==> src/rtl/msrv32_redirect_ctrl.sv <==
// msrv32_redirect_ctrl: sequences boot, branch and trap PC redirects into a valid/ready fetch request followed by a flush drain
module msrv32_redirect_ctrl #(
  parameter logic [31:0] RESET_PC     = 32'h0000_0000,
  parameter int unsigned FLUSH_CYCLES = 1
) (
  input  logic        ms_riscv32_mp_clk_in,
  input  logic        ms_riscv32_mp_rst_n_in,
  input  logic        ex_valid_in,
  input  logic        branch_taken_in,
  input  logic [31:0] target_addr_in,
  input  logic        trap_req_in,
  input  logic [31:0] trap_pc_in,
  input  logic        imem_ready_in,
  output logic        redirect_valid_out,
  output logic [31:0] redirect_pc_out,
  output logic        flush_out,
  output logic        stall_out,
  output logic        misaligned_instr_out,
  output logic [31:0] redirect_cnt_out
);
  typedef enum logic [1:0] {BOOT, RUN, REQ, DRAIN} state_t;
  localparam logic [3:0] FLUSH_N = 4'(FLUSH_CYCLES);
  state_t      state_q, state_d;
  logic [31:0] pc_q, pc_d, trap_pc_q, trap_pc_d, cnt_q, cnt_d;
  logic        trap_pend_q, trap_pend_d, mis_q, mis_d;
  logic [3:0]  drain_q, drain_d;
  logic        hs;
  assign hs = state_q == REQ && imem_ready_in;
  always_comb begin
    state_d     = state_q;
    pc_d        = pc_q;
    trap_pc_d   = trap_pc_q;
    trap_pend_d = trap_pend_q;
    cnt_d       = cnt_q;
    drain_d     = drain_q;
    mis_d       = 1'b0;
    case (state_q)
      BOOT: begin
        state_d = REQ;
        pc_d    = RESET_PC;
      end
      RUN:
        if (trap_req_in) begin
          state_d = REQ;
          pc_d    = trap_pc_in;
        end else if (ex_valid_in && branch_taken_in) begin
          if (|target_addr_in[1:0]) mis_d = 1'b1;
          else begin
            state_d = REQ;
            pc_d    = target_addr_in;
          end
        end
      REQ:
        if (hs) begin
          cnt_d       = cnt_q + 32'd1;
          trap_pend_d = 1'b0;
          if (trap_req_in || trap_pend_q) pc_d = trap_req_in ? trap_pc_in : trap_pc_q;
          else if (FLUSH_N == 4'd0) state_d = RUN;
          else begin
            state_d = DRAIN;
            drain_d = FLUSH_N;
          end
        end else if (trap_req_in) begin
          trap_pend_d = 1'b1;
          trap_pc_d   = trap_pc_in;
        end
      DRAIN:
        if (trap_req_in) begin
          state_d = REQ;
          pc_d    = trap_pc_in;
          drain_d = 4'd0;
        end else begin
          state_d = drain_q <= 4'd1 ? RUN : DRAIN;
          drain_d = drain_q <= 4'd1 ? 4'd0 : drain_q - 4'd1;
        end
      default: state_d = BOOT;
    endcase
  end
  always_ff @(posedge ms_riscv32_mp_clk_in or negedge ms_riscv32_mp_rst_n_in) begin
    if (!ms_riscv32_mp_rst_n_in) begin
      state_q     <= BOOT;
      pc_q        <= RESET_PC;
      trap_pc_q   <= 32'd0;
      trap_pend_q <= 1'b0;
      cnt_q       <= 32'd0;
      drain_q     <= 4'd0;
      mis_q       <= 1'b0;
    end else begin
      state_q     <= state_d;
      pc_q        <= pc_d;
      trap_pc_q   <= trap_pc_d;
      trap_pend_q <= trap_pend_d;
      cnt_q       <= cnt_d;
      drain_q     <= drain_d;
      mis_q       <= mis_d;
    end
  end
  assign redirect_valid_out   = state_q == REQ;
  assign flush_out            = state_q != RUN;
  assign stall_out            = state_q != RUN;
  assign redirect_pc_out      = pc_q;
  assign misaligned_instr_out = mis_q;
  assign redirect_cnt_out     = cnt_q;
endmodule
==> config.mk <==
export PLATFORM = sky130hd
export DESIGN_NAME = msrv32_redirect_ctrl
export DESIGN_NICKNAME = d
export VERILOG_FILES = /design/src/rtl/msrv32_redirect_ctrl.sv
export SDC_FILE = /design/constraint.sdc
export NUM_CORES = 1
export LEC_CHECK = 0
export ABC_AREA = 1
export CAP_MARGIN = 20
export CORE_UTILIZATION = 45
export DETAILED_ROUTE_END_ITERATION = 6
export PLACE_DENSITY = 0.75
export RECOVER_POWER = 100
export SLEW_MARGIN = 20
export SYNTH_ARGS = -nofsm -noshare
export SYNTH_HDL_FRONTEND = slang
export SYNTH_SLANG_ARGS = --single-unit
==> constraint.sdc <==
create_clock -name ms_riscv32_mp_clk_in -period 1.45 [get_ports ms_riscv32_mp_clk_in]
set_input_delay 0.435 -clock ms_riscv32_mp_clk_in [delete_from_list [all_inputs] [get_ports ms_riscv32_mp_clk_in]]
set_output_delay 0.435 -clock ms_riscv32_mp_clk_in [all_outputs]
set_load 0.005 [all_outputs]
==> results of run 1 <==
layout make-up:
cell class / count / area share (%)
clock buffer: 11 / 2.67
clock inverter: 5 / 0.867
inverter: 74 / 3.47
multi-input combinational: 556 / 32.8
sequential: 104 / 28.6
tap: 168 / 2.31
timing repair buffer: 273 / 28.8
timing repair inverter: 3 / 0.440
per-stage QoR:
step / util, % / setup TNS, ns
after floorplan: - / 0
after global placement: 62.4 / -36.08
after detailed placement: 62.4 / -37.68
after CTS: 69.2 / -8.87
after global routing: 75.1 / -17.48
final: 75.1 / -11.20
final timing paths:
kind | start | endpoint | slack, ns | cells after the start
worst max-delay path | state_q[1] | redirect_pc_out[18] | -0.19 | 9
worst min-delay path | ms_riscv32_mp_rst_n_in | trap_pc_q[20] | 0.34 | 2
worst max register to register | state_q[1] | redirect_pc_out[18] | -0.19 | 9
worst min register to register | redirect_pc_out[14] | redirect_pc_out[14] | 0.48 | 2
max in group asynchronous | ms_riscv32_mp_rst_n_in | redirect_cnt_out[20] | 0.45 | 2
min in group ms_riscv32_mp_clk_in | redirect_pc_out[14] | redirect_pc_out[14] | 0.48 | 2
flip-flops by register name, indices dropped and copies added, names as in the netlist:
| register | cells |
|---|---|
| redirect_cnt_out | 32 |
| redirect_pc_out | 32 |
| trap_pc_q | 32 |
| drain_q | 4 |
| state_q | 2 |
| misaligned_instr_out | 1 |
| trap_pend_q | 1 |
kinds of logic (layout without fill, tap and decap cells):
| logic type | count (synthesis) | after routing | synth area share, % |
|---|---|---|---|
| xor+xnor | 20 | 20 | 3.11 |
| simple gates | 459 | 459 | 34.5 |
| fa+ha+maj | 3 | 3 | 0.667 |
| buf+inv | 108 | 366 | 8.45 |
| compound gates | 74 | 74 | 7.07 |
| flops | 104 | 104 | 46.2 |
where the power goes:
| group | switching (W) | internal [W] | total (W) |
|---|---|---|---|
| Clock | 0.00112 | 0.00156 | 0.00268 |
| Sequential | 0.000542 | 0.00388 | 0.00442 |
| Combinational | 0.00453 | 0.00391 | 0.00844 |
| Total | 0.00619 | 0.00936 | 0.0156 |
metal layers:
layer	vias to the layer above	global-route usage, %	wire [µm]
met1	2910	32.6	7490
met4	0	8.74	457
li1	2928	-	-
met2	275	45.5	9460
met5	-	0	0
met3	50	4.57	1180
repair_timing:
item                                    4_1_cts  5_1_grt
gates cloned                                  3       10
endpoints found under the setup margin      146      139
pin swaps                                    18       32
setup buffers                                42       21
resized for setup                           160      182
cells in the mapped netlist, drive strengths merged:
master  count
a31oi       2
nor2       46
o21ai      66
o211ai      1
nand3      84
xnor2       9
dfrtp     104
nand2     310
clkbuf     12
a21oi       4
ha          3
nor3        4
xor2       11
nand3b      5
inv        74
o21bai      1
nand4      10
buf        22
==> impl_metrics.toml, run 1 <==
[critical_path]
start_kind = "flip-flop"
crit_slowest_cell = "dfrtp_1"
critPathMaxFanout = 16
cp_top_family = "simple AND/OR/NAND/NOR gates"
crit_required_ns = 1.74
worstPathArrival_ns = 1.93
crit_path_frequent_cell = "nand2_1"
cp_cell_sequence = "buf_4 > nor2_1 > nand2_2 > a31oi_4 > nor2_4 > buf_12 > inv_16 > nand2_1 > nand2_1"
endpoint_kind = "flip-flop"
critical_path.max_stage_delay_ns = 0.40
critPathKind = "reg -> reg"
timing.critical_path.buf_inv = 3

[hold_path]
hp-class = "in -> async"

[run_status]
status = "complete, but fails checks"
violations = "DRC, setup timing"

[sta]
max_freq_mhz = 610
fin_hold_ws_ns = 0.342
timing.slew.headroom_pct = 30.7
hold_violations = 0
finalSetupViolCount = 95
fin_ws_ns = -0.188
worst_pin_slew_ns = 1.04
min_period_ns = 1.64
slew_violations = 0
rsz0062_at_grt = "yes"
timing.final.crit_share_pct = 113
fin_skew_ns = 0.00691

[route]
drt-initial-drc-count = 426
drt_wl_total_um = 18600
drtAntennaViolNets = 0
drcViolationCount = 2
dr_total_vias = 6163
wl_per_cell_um = 15.6
vias_per_cell = 5.16
drtPass1Iterations = 7

[synth]
synth_top_area_share_pct = 46.2
synth.area.top_cells = "dfrtp_1 (46%), nand2_1 (21%), nand3_1 (7.4%)"
ys_seq_area_share_pct = 46.2
netlist_area_um2 = 5630
ys_ff_latch = 104
synth_fp_nets = 841
syn-instance-count = 768
synth.avg_cell_area_um2 = 7.33
yosys.area.top_type = "dfrtp_1"
synth_cell_types = 27
ys.warnings.count = 0

[cts]
root_buffer = "clkbuf_16"
ctsHtreeMaxLevel = 3
clkTransAtPathRegs_ns = 0.07
cts_tree = "done"
clockBufferDepth = 2
cts.sinks = 104
cts_hold_buf = 0
clock_latency_ns = 0.36
cts_buffers = 9

[layout]
final_common_cell = "nand2_1"
final_area_um2 = 9090
multiInputGateArea_um2 = 2990
final_cell_mix = "nand2_1 (260), dfrtp_1 (104), buf_4 (97), nand3_1 (76), inv_1 (68)"
final_cells = 1194
final_nets = 1094
fillers = 861
diodes = 0
area_delta_synth_final_pct = 61.6
seq_area_um2 = 2600
drive_gt1_share_pct = 26.1

[global_route]
grt_first_pass_wirelength_um = 26300
grt_pass1_vias = 5505
grt_usage_pct = 26.0
antenna_found_initial = 0
grt_max_degree = 65
gr-total-overflow = 0

[power]
power_density_nw_per_um2 = 1710
peakVddDrop_mv = 0.989
p_leak_nw = 4.57
total_power_w = 0.0156

[run]
maxCapViolations = 0

[place]
pre_cts_ws_ns = -0.493
dp_hpwl_um = 10700
place_area_um2 = 7550
port_buffers = 137
dp.cells = 1105
place_congestion = 0.823

[die]
start_util_pct = 46.5
io_pins = 138
coreArea_um2 = 12100
std_cell_rows = 40
die-area_um2 = 13000
dieWidth_um = 114
die_h_um = 114
No activity file was read; power rests on OpenSTA's default activity.
==> run 2: changes to the inputs <==
- TNS_END_PERCENT: not set -> 1
==> run 2 against run 1 <==
The flow finishes with violations (setup timing). Critical path depth rose by 2. Largest cell class unchanged. Global-route usage fell by 1.2 points. Via count fell by 5.5%. Utilization fell by 4.9 points. Sequential share of layout area rose by 2.0 points. Setup slack improved by 0.0082 ns. Sequential power fell by 1%. Design area fell by 6.5%. Power fell by 6.6%. Register-to-register slack barely moved. Final cell count fell by 2.4%. Largest power group unchanged.
==> impl_metrics.toml, run 2 (synthesis gave the netlist of run 1 again) <==
[run_status]
status = "complete, but fails checks"
violations = "setup timing"

[global_route]
antenna_found_initial = 0
grt_pass1_vias = 5374
grt_max_degree = 65
grt_first_pass_wirelength_um = 25200
grt_usage_pct = 24.8
gr-total-overflow = 0

[place]
dp.cells = 1105
pre_cts_ws_ns = -0.493
dp_hpwl_um = 10700
port_buffers = 137
place_congestion = 0.823

[sta]
fin_skew_ns = 0.00934
worst_pin_slew_ns = 1.04
timing.final.crit_share_pct = 112
timing.slew.headroom_pct = 31.0
slew_violations = 0
min_period_ns = 1.63
rsz0062_at_grt = "yes"
finalSetupViolCount = 86
fin_ws_ns = -0.180
hold_violations = 0
max_freq_mhz = 613
fin_hold_ws_ns = 0.328

[route]
drtAntennaViolNets = 0
drt-initial-drc-count = 389
drt_wl_total_um = 16700
vias_per_cell = 5.00
drcViolationCount = 0
drtPass1Iterations = 5
dr_total_vias = 5825
wl_per_cell_um = 14.3

[die]
io_pins = 138
die-area_um2 = 13000
start_util_pct = 46.5
die_h_um = 114
coreArea_um2 = 12100
dieWidth_um = 114
std_cell_rows = 40

[cts]
cts.sinks = 104
root_buffer = "clkbuf_16"
cts_tree = "done"
clockBufferDepth = 2
clkTransAtPathRegs_ns = 0.07
cts_buffers = 9
cts_hold_buf = 0
clock_latency_ns = 0.35
ctsHtreeMaxLevel = 3

[hold_path]
hp-class = "in -> async"

[power]
p_leak_nw = 4.20
peakVddDrop_mv = 0.921
total_power_w = 0.0145
power_density_nw_per_um2 = 1710

[run]
maxCapViolations = 0

[layout]
drive_gt1_share_pct = 20.8
final_core_util_pct = 70.2
area_delta_synth_final_pct = 51.0
final_common_cell = "nand2_1"
final_cell_mix = "nand2_1 (270), dfrtp_1 (104), buf_4 (89), nand3_1 (79), inv_1 (69)"
final_cells = 1165
final_nets = 1064

[critical_path]
worstPathArrival_ns = 1.87
crit_required_ns = 1.69
timing.rr.start = "state_q[0]"
endpoint_kind = "flip-flop"
critPathKind = "reg -> reg"
start_kind = "flip-flop"
critPathMaxFanout = 7
critPathLaunch = "state_q[0]"
run 2: repair_timing:
item,in CTS,in global routing
endpoints found under the setup margin,146,136
gates cloned,0,4
resized for setup,116,132
pin swaps,3,28
buffers inserted,31,8
hold endpoints to repair,0,0
run 2: cell type report:
class / count / area, µm²
diodes: 1 / 2.50
clock buffers: 11 / 243
clock inverters: 5 / 78.8
fillers: 955 / 3610
inverters: 74 / 303
multi-input cells: 556 / 2770
flip-flops and latches: 104 / 2600
well taps: 168 / 210
repair buffers: 245 / 2280
repair inverters: 1 / 11.3
run 2: routing by layer:
layer / vias to the layer above / global-route usage (%) / wire length (µm)
met5: - / 0 / 0
met4: 0 / 8.31 / 240
met3: 23 / 4.36 / 961
met2: 191 / 42.9 / 8440
met1: 2746 / 31.4 / 7010
li1: 2865 / - / -
run 2: metrics by stage:
step                      setup TNS [ns]  area (µm²)
final                              -7.34        8500
after global routing              -14.44        8500
after CTS                          -7.63        8120
after detailed placement          -37.68        7550
after global placement            -36.08        7550
after floorplan                        0        5630
run 2: critical path, cell delays in order, from the launching register on:
cell and delay (ns):
dfrtp_1 0.39, buf_6 0.14, nor2_4 0.15, buf_6 0.12
buf_6 0.09, nand2_4 0.05, o211ai_4 0.09, nor2_4 0.09
buf_6 0.14, clkbuf_16 0.16, nand2_1 0.05, nand2_1 0.05
run 2: power by group:
part           internal [W]  switching [W]  total (W)
combinational       0.00344        0.00408    0.00751
sequential          0.00388       0.000483    0.00437
clock               0.00156        0.00109    0.00265
total               0.00888        0.00565     0.0145
run 2: path summary, 6_finish.rpt:
kind	endpoint	slack, ns	cells after the start
min	redirect_cnt_out[31]	0.33	2
max reg2reg	redirect_pc_out[29]	-0.18	11
max in group asynchronous	redirect_cnt_out[20]	0.45	2
max	redirect_pc_out[29]	-0.18	11
min reg2reg	redirect_pc_out[10]	0.48	2
min in group ms_riscv32_mp_clk_in	redirect_pc_out[10]	0.48	2
